[src/rtl/logic_unit_serial.sv]
// Serial bitwise logic unit: evaluates one of eight logic functions on two
// latched operands SLICE bits per cycle, then loads a flagged result register.
module logic_unit_serial #(
  parameter int WIDTH = 8,
  parameter int SLICE = 1
) (
  input  logic             clk,
  input  logic             rst,
  input  logic             start,
  input  logic [WIDTH-1:0] A,
  input  logic [WIDTH-1:0] B,
  input  logic [2:0]       S,
  output logic [WIDTH-1:0] out,
  output logic             zero,
  output logic             parity,
  output logic             busy,
  output logic             done
);

  localparam int N  = WIDTH / SLICE;
  localparam int CW = (N > 1) ? $clog2(N) : 1;
  localparam logic [CW-1:0] LAST = CW'(N - 1);

  if (WIDTH < 1 || SLICE < 1 || (WIDTH % SLICE) != 0) begin : g_bad_params
    $error("logic_unit_serial: WIDTH must be >= 1 and a multiple of SLICE");
  end

  typedef enum logic [1:0] {
    IDLE = 2'd0,
    RUN  = 2'd1,
    DONE = 2'd2
  } state_e;

  state_e           state_q, state_d;
  logic [WIDTH-1:0] a_q, a_d;
  logic [WIDTH-1:0] b_q, b_d;
  logic [2:0]       s_q, s_d;
  logic [WIDTH-1:0] work_q, work_d;
  logic [CW-1:0]    cnt_q, cnt_d;
  logic [WIDTH-1:0] out_q, out_d;
  logic             zero_q, zero_d;
  logic             parity_q, parity_d;
  int unsigned      base;

  function automatic logic [SLICE-1:0] slice_op(input logic [2:0] op,
                                                input logic [SLICE-1:0] a,
                                                input logic [SLICE-1:0] b);
    logic [SLICE-1:0] r;
    case (op)
      3'b000:  r = a & b;
      3'b001:  r = a | b;
      3'b010:  r = a ^ b;
      3'b011:  r = ~a;
      3'b100:  r = ~(a & b);
      3'b101:  r = ~(a | b);
      3'b110:  r = ~(a ^ b);
      default: r = b;
    endcase
    return r;
  endfunction

  always_comb begin
    state_d  = state_q;
    a_d      = a_q;
    b_d      = b_q;
    s_d      = s_q;
    work_d   = work_q;
    cnt_d    = cnt_q;
    out_d    = out_q;
    zero_d   = zero_q;
    parity_d = parity_q;
    base     = 32'(cnt_q) * 32'(SLICE);

    case (state_q)
      IDLE: begin
        if (start) begin
          a_d     = A;
          b_d     = B;
          s_d     = S;
          work_d  = '0;
          cnt_d   = '0;
          state_d = RUN;
        end
      end
      RUN: begin
        work_d[base +: SLICE] = slice_op(s_q, a_q[base +: SLICE], b_q[base +: SLICE]);
        // Counter parks on the last slice instead of wrapping.
        if (cnt_q == LAST) state_d = DONE;
        else               cnt_d   = cnt_q + 1'b1;
      end
      DONE: begin
        out_d    = work_q;
        zero_d   = ~|work_q;
        parity_d = ^work_q;
        if (start) begin
          a_d     = A;
          b_d     = B;
          s_d     = S;
          work_d  = '0;
          cnt_d   = '0;
          state_d = RUN;
        end else begin
          state_d = IDLE;
        end
      end
      default: state_d = IDLE;
    endcase
  end

  always_ff @(posedge clk) begin
    if (rst) begin
      state_q  <= IDLE;
      a_q      <= '0;
      b_q      <= '0;
      s_q      <= '0;
      work_q   <= '0;
      cnt_q    <= '0;
      out_q    <= '0;
      zero_q   <= 1'b1;
      parity_q <= 1'b0;
    end else begin
      state_q  <= state_d;
      a_q      <= a_d;
      b_q      <= b_d;
      s_q      <= s_d;
      work_q   <= work_d;
      cnt_q    <= cnt_d;
      out_q    <= out_d;
      zero_q   <= zero_d;
      parity_q <= parity_d;
    end
  end

  assign out    = out_q;
  assign zero   = zero_q;
  assign parity = parity_q;
  assign busy   = (state_q == RUN);
  assign done   = (state_q == DONE);

endmodule

[config.mk]
export PLATFORM = sky130hd
export DESIGN_NAME = logic_unit_serial
export DESIGN_NICKNAME = d
export VERILOG_FILES = /design/src/rtl/logic_unit_serial.sv
export SDC_FILE = /design/constraint.sdc
export NUM_CORES = 1
export LEC_CHECK = 0
export ABC_AREA = 1
export BUFFER_PORTS_ARGS = -buffer_cell sky130_fd_sc_hd__buf_2
export CORE_ASPECT_RATIO = 0.7
export CORE_MARGIN = 8
export CORE_UTILIZATION = 56
export DETAILED_ROUTE_END_ITERATION = 7
export MAX_ROUTING_LAYER = met4
export PLACE_DENSITY_LB_ADDON = 0.3
export SLEW_MARGIN = 10
export SYNTH_ARGS = -nofsm -noshare
export SYNTH_HDL_FRONTEND = slang
export SYNTH_SLANG_ARGS = --single-unit
[constraint.sdc]
create_clock -name clk -period 2.42 [get_ports clk]
set_input_delay 0.484 -clock clk [delete_from_list [all_inputs] [get_ports clk]]
set_output_delay 0.484 -clock clk [all_outputs]
set_load 0.005 [all_outputs]
==> results of run 1 <==
## worst max-delay path: stages (launching register included)
cell and delay, ns:
dfxtp_1 0.52, buf_4 0.23, or2_1 0.11, nand3_1 0.06
nand2_1 0.08, inv_2 0.05, nand2_1 0.08, inv_1 0.05
ha_1 0.30, nand3_1 0.08, nand3_1 0.07, nor2_1 0.19
nand2_4 0.11, nand4_2 0.09, a21oi_1 0.07
## layout by cell type, fill, tap and decap left out, types with 5 or more instances in the layout
| master | count |
|---|---|
| clkinv_2 | 6 |
| inv_2 | 11 |
| ha_1 | 13 |
| nand3_1 | 11 |
| buf_2 | 33 |
| o21ai_1 | 20 |
| dfxtp_1 | 42 |
| o21ai_0 | 18 |
| inv_1 | 26 |
| nand2_1 | 37 |
| clkbuf_8 | 5 |
| nor2_1 | 41 |
| a21oi_1 | 36 |
## worst max path at each step
| stage | from | endpoint | depth (start not counted) |
|---|---|---|---|
| floorplan | cnt_q[0]$_SDFFE_PP0P_ | work_q[2]$_SDFFE_PP0P_ | 15 |
| global placement | cnt_q[0]$_SDFFE_PP0P_ | work_q[4]$_SDFFE_PP0P_ | 14 |
| detailed placement | cnt_q[0]$_SDFFE_PP0P_ | work_q[1]$_SDFFE_PP0P_ | 14 |
| CTS | cnt_q[0]$_SDFFE_PP0P_ | work_q[6]$_SDFFE_PP0P_ | 14 |
| global route | cnt_q[0]$_SDFFE_PP0P_ | work_q[5]$_SDFFE_PP0P_ | 15 |
| finish | cnt_q[0]$_SDFFE_PP0P_ | work_q[6]$_SDFFE_PP0P_ | 14 |
## registers in the layout, indices dropped and copies added (netlist names)
register,flops
s_q,3
out,8
state_q,2
a_q,8
parity,1
zero,1
b_q,8
work_q,8
cnt_q,3
## per-stage QoR
| step | instances | power [uW] | utilization (%) |
|---|---|---|---|
| detailed placement | 371 | 987 | 65.6 |
| CTS | 379 | 1420 | 68.0 |
| finish | 379 | 1420 | 68.0 |
| global placement | 371 | 978 | 65.6 |
| floorplan | 293 | 927 | - |
| global route | 379 | 1490 | 68.0 |
## report_power, final
part | internal, uW | switching (uW) | total (uW)
combinational | 83.5 | 149 | 233
clock | 204 | 238 | 442
sequential | 722 | 18.5 | 740
## cell type report
class                           instances  area [sq um]
Multi-Input combinational cell        200          1090
Fill cell                             321          1150
Inverter                               42           164
Tap cell                               50          62.6
Sequential cell                        42           841
Clock buffer                            6          72.6
Clock inverter                          2          13.8
Timing Repair Buffer                   37           195
## logic make-up after synthesis
logic type,Yosys count,share of synthesized area (%)
DFF,42,39.4
and+or+nand+nor,109,24.3
AOI/OAI and AO/OA,75,17.7
adders and majority gates,13,7.62
buffers and inverters,51,9.78
xor gates and xnor gates,3,1.23
## routing by layer
metal / track usage [%] / vias to the layer above
met5: - / -
met4: 4.61 / 0
met3: 3.77 / 4
met2: 26.6 / 54
met1: 20.8 / 857
li1: - / 1019
==> metrics.yaml, run 1 <==
logic_synthesis:
  syn_inst: 293
  synth_seq_area_share_pct: 39.4
  synth_edf_count: 0
  synth_top_area_share_pct: 39.4
  async_flop_share_pct: 0
  yosys_warnings: 0
  synth_flop_cell: "dfxtp_1"
  synth_seq_cells: 42
  synth_cell_types: 29
  yosysTopAreaCell: "dfxtp_1"
  ys_top_cells_by_count: "42 x dfxtp_1, 41 x nor2_1, 37 x nand2_1, 36 x a21oi_1, 26 x inv_1"
  avgSynthCellArea_sq_um: 7.29
  netlist_area_sq_mm: 0.00214
  syn_nets: 328
  synth.area.top_cells: "dfxtp_1 39%, a21oi_1 8.4%, ha_1 7.6%, nor2_1 7.2%, nand2_1 6.5%"
  yosysMostFrequentCell: "dfxtp_1"
run_status:
  status: "complete, no violations"
global_route:
  antenna_found_initial: 0
  grt_overflow: 0
  grt_pass1_vias: 1827
  grtUsageTotal_pct: 16.6
  grt_pass1_wl_um: 8140
  grt_max_degree: 37
critical_path:
  crit_arrival_ns: 2.37
  end_kind: "register"
  worst-path-max-fanout: 10
  critPathKind: "reg2reg"
  reg2reg_setup_slack_ns: 0.24
  timing.rr.start: "cnt_q[0]$_SDFFE_PP0P_"
  reg2reg_depth: 14
  r2r_end: "work_q[6]$_SDFFE_PP0P_"
  cp_data_required_time_ns: 2.61
  cp-start-kind: "register"
clocking:
  post_cts.repair.setup_buffers: 0
  clk_latency_ns: 0.29
  numCtsBuffers: 5
  cts_tree: "yes"
  clock-root-buffer: "clkbuf_8"
  cts_buffer_depth: 2
  htree_levels: 2
  clk_pin_slew_ns: 0.08
  hold_buffers: 0
  clock-sinks: 42
  cts_resized: 0
cells_and_area:
  fin_nets: 363
  num_antenna_cells: 0
  final_layout_size_suffix_gt1_share_pct: 22.2
  area_growth_pct: 14.0
  final_area_sq_mm: 0.00243
timing:
  hold_violations: 0
  whs_ns: 0.437
  post-route-period-util_pct: 90.2
  setup_viol: 0
  min_period_ns: 2.18
  tns_ns: 0
  fin_worst_skew_ns: 0.00481
  slew_viol_final: 0
  tightestPinTransition_ns: 0.518
  max_freq_mhz: 458
  rsz0062_at_grt: "no"
  setup_ws_ns: 0.238
  slew_headroom_pct: 65.4
route:
  routed_wl_um: 4760
  remaining_drc_errors: 0
  num_vias: 1934
  drtPass1Iterations: 6
  wl_met1_um: 2410
  wl_per_cell_um: 12.6
  viasPerCell: 5.10
  routed.top_layer: "met4"
  wl_met2_um: 2030
  drt-initial-drc-count: 133
  antenna_left: 0
  wl_met3_um: 303
placement:
  dp_slack_ns: 0.255
  gp_congestion: 0.897
  postPlaceCellArea_sq_mm: 0.00235
  dpl.hpwl_um: 3450
  port_buffers: 33
power:
  p_leak_uw: 0.00109
  power.density_mw_per_mm2: 581
  ir_drop_v: 0.000399
die:
  ios: 34
  die_x_um: 89.8
  rows: 18
  die_h_um: 67.7
  core_sq_mm: 0.00358
  initial_utilization_pct: 59.6
  design.die.area_sq_mm: 0.00608
min_path:
  whs_endpoint: "b_q[6]$_SDFFE_PP0P_"
  min_path_type: "in2reg"
  hp-start: "B[6]"
  holdPathStages: 3
run:
  drv_cap: 0
(Power assumes the default switching activity.)
==> run 2: changes to the inputs <==
--- a/config.mk
+++ b/config.mk
@@ -13,6 +13,7 @@
 export DETAILED_ROUTE_END_ITERATION = 7
 export MAX_ROUTING_LAYER = met4
 export PLACE_DENSITY_LB_ADDON = 0.3
+export REMOVE_ABC_BUFFERS = 1
 export SLEW_MARGIN = 10
 export SYNTH_ARGS = -nofsm -noshare
 export SYNTH_HDL_FRONTEND = slang
==> run 2 against run 1 <==
Largest power group unchanged. Setup slack improved by 0.0020 ns. Final area increased by 2.4%. Sequential cell count unchanged. Sequential power about the same. First-iteration DRC count increased by 6.8%. Highest routed layer unchanged. Non-clock buffer count unchanged. Core utilization increased by 1.6 points. Global-route usage increased by 0.91 points. Worst hold slack got worse by 0.011 ns. Die area unchanged. Sequential share of layout area decreased by 0.75 points. Clock skew increased by 0.0072 ns. Largest cell class unchanged.
==> metrics.yaml, run 2 (synthesized netlist as in run 1, its figures left out) <==
run_status:
  status: "complete, no violations"
critical_path:
  end_kind: "register"
  worst-path-max-fanout: 9
  cp_common_cell: "nand3_1"
  cp_top_family: "simple AND/OR/NAND/NOR gates"
  cp-start-kind: "register"
  cp_data_required_time_ns: 2.61
  critPathKind: "reg2reg"
  crit_path_cell_trace: "inv_2 > nor2_1 > nand3_1 > nand2_1 > inv_2 > nand2_1 > inv_1 > ha_1 > nand3_1 > nand3_1 > nor2_1 > nand2_4 > nand4_2 > a21oi_1"
  crit_arrival_ns: 2.37
  cp_slowest_cell: "dfxtp_1"
  cpPeakStageDelay_ns: 0.53
  crit_buf_inv: 3
clocking:
  cts_tree: "yes"
  numCtsBuffers: 5
  clock-root-buffer: "clkbuf_8"
  clock-sinks: 42
  hold_buffers: 0
  clk_latency_ns: 0.30
  cts_buffer_depth: 2
  clk_pin_slew_ns: 0.09
  htree_levels: 2
die:
  rows: 18
  initial_utilization_pct: 59.6
  die_x_um: 89.8
  die_h_um: 67.7
  ios: 34
  core_sq_mm: 0.00358
  design.die.area_sq_mm: 0.00608
placement:
  dpl.hpwl_um: 3470
  gp_congestion: 0.902
  dp_slack_ns: 0.231
  port_buffers: 33
route:
  wl_per_cell_um: 12.7
  antenna_left: 0
  viasPerCell: 5.15
  drtPass1Iterations: 4
  drt-initial-drc-count: 142
  remaining_drc_errors: 0
  num_vias: 1952
  routed_wl_um: 4800
timing:
  slew_viol_final: 0
  hold_violations: 0
  fin_worst_skew_ns: 0.0120
  slew_headroom_pct: 66.2
  min_period_ns: 2.18
  max_freq_mhz: 459
  setup_viol: 0
  setup_ws_ns: 0.240
  post-route-period-util_pct: 90.1
  tns_ns: 0
  tightestPinTransition_ns: 0.507
  rsz0062_at_grt: "no"
power:
  ir_drop_v: 0.000381
  internal_power_uw: 1250
  power.density_mw_per_mm2: 666
  p_leak_uw: 0.00112
  p_seq_share_pct: 44.6
  pwr-share-comb_pct: 14.2
  swShare_pct: 24.9
  p_sw_uw: 414
  clockPowerShare_pct: 41.2
global_route:
  grtUsageTotal_pct: 17.5
  grt_pass1_vias: 1799
  grt_pass1_wl_um: 8490
  grt_util_met1_pct: 23.1
  antenna_found_initial: 0
  grt_max_degree: 37
  met3_usage_pct: 4.76
  grt_overflow: 0
  met2_usage_pct: 25.0
  grt-busiest-layer: "met2"
cells_and_area:
  post-route-util_pct: 69.6
  final_layout_size_suffix_gt1_share_pct: 22.8
  final_cell_mix: "41 x nor2_1, 41 x dfxtp_1, 37 x nand2_1"
  area_growth_pct: 16.7
  fin_nets: 363
  num_antenna_cells: 0
min_path:
  min_path_type: "in2reg"
run:
  drv_cap: 0
run 2: path summary, 6_finish.rpt:
| kind | slack [ns] | startpoint | endpoint | cells past startpoint |
|---|---|---|---|---|
| max reg2reg | 0.24 | cnt_q[1]$_SDFFE_PP0P_ | work_q[5]$_SDFFE_PP0P_ | 14 |
| min reg2reg | 0.45 | b_q[3]$_SDFFE_PP0P_ | b_q[3]$_SDFFE_PP0P_ | 2 |
| min | 0.43 | B[6] | b_q[6]$_SDFFE_PP0P_ | 3 |
| max | 0.24 | cnt_q[1]$_SDFFE_PP0P_ | work_q[5]$_SDFFE_PP0P_ | 14 |
run 2: power groups by stage:
stage	Sequential [uW]	Combinational (uW)	Clock (uW)
2_1_floorplan	754	166	0
3_3_place_gp	756	227	0
3_5_place_dp	757	233	0
4_1_cts	741	234	690
5_1_grt	745	268	726
6_report	741	235	684
run 2: repair_timing:
action                                  in CTS  in global routing
buffers inserted                             0                  0
gates resized for setup                      0                  1
endpoints found under the setup margin       0                  3
run 2: final cells by class:
type                    instances  area [sq um]
well taps                      50          62.6
repair buffers                 37           195
clock buffers                   6          82.6
flip-flops and latches         42           842
clock inverters                 2          60.1
multi-input cells             200          1090
fillers                       302          1090
inverters                      42           164
run 2: routing by layer:
layer | vias to the layer above | share of wire [%]
met3 | 9 | 7.9
met1 | 852 | 50
li1 | 1021 | -
met4 | 0 | 1.4
met2 | 70 | 40
met5 | - | 0
run 2: worst min-delay path: cells and delay by family:
| family | cells | cell delay (ns) |
|---|---|---|
| AO/OA/AOI/OAI | 1 | 0.07 |
| AND/OR/NAND/NOR | 1 | 0.07 |
| buffers and inverters | 1 | 0.07 |
run 2: per-stage QoR:
stage	total power (uW)	instance area, sq um	std cells	hold WS [ns]
6_report	1660	2490	379	0.425
5_1_grt	1740	2490	379	0.446
4_1_cts	1670	2490	379	0.427
3_5_place_dp	990	2350	371	0.437
3_3_place_gp	983	2350	371	0.430
2_1_floorplan	920	2090	284	0.422
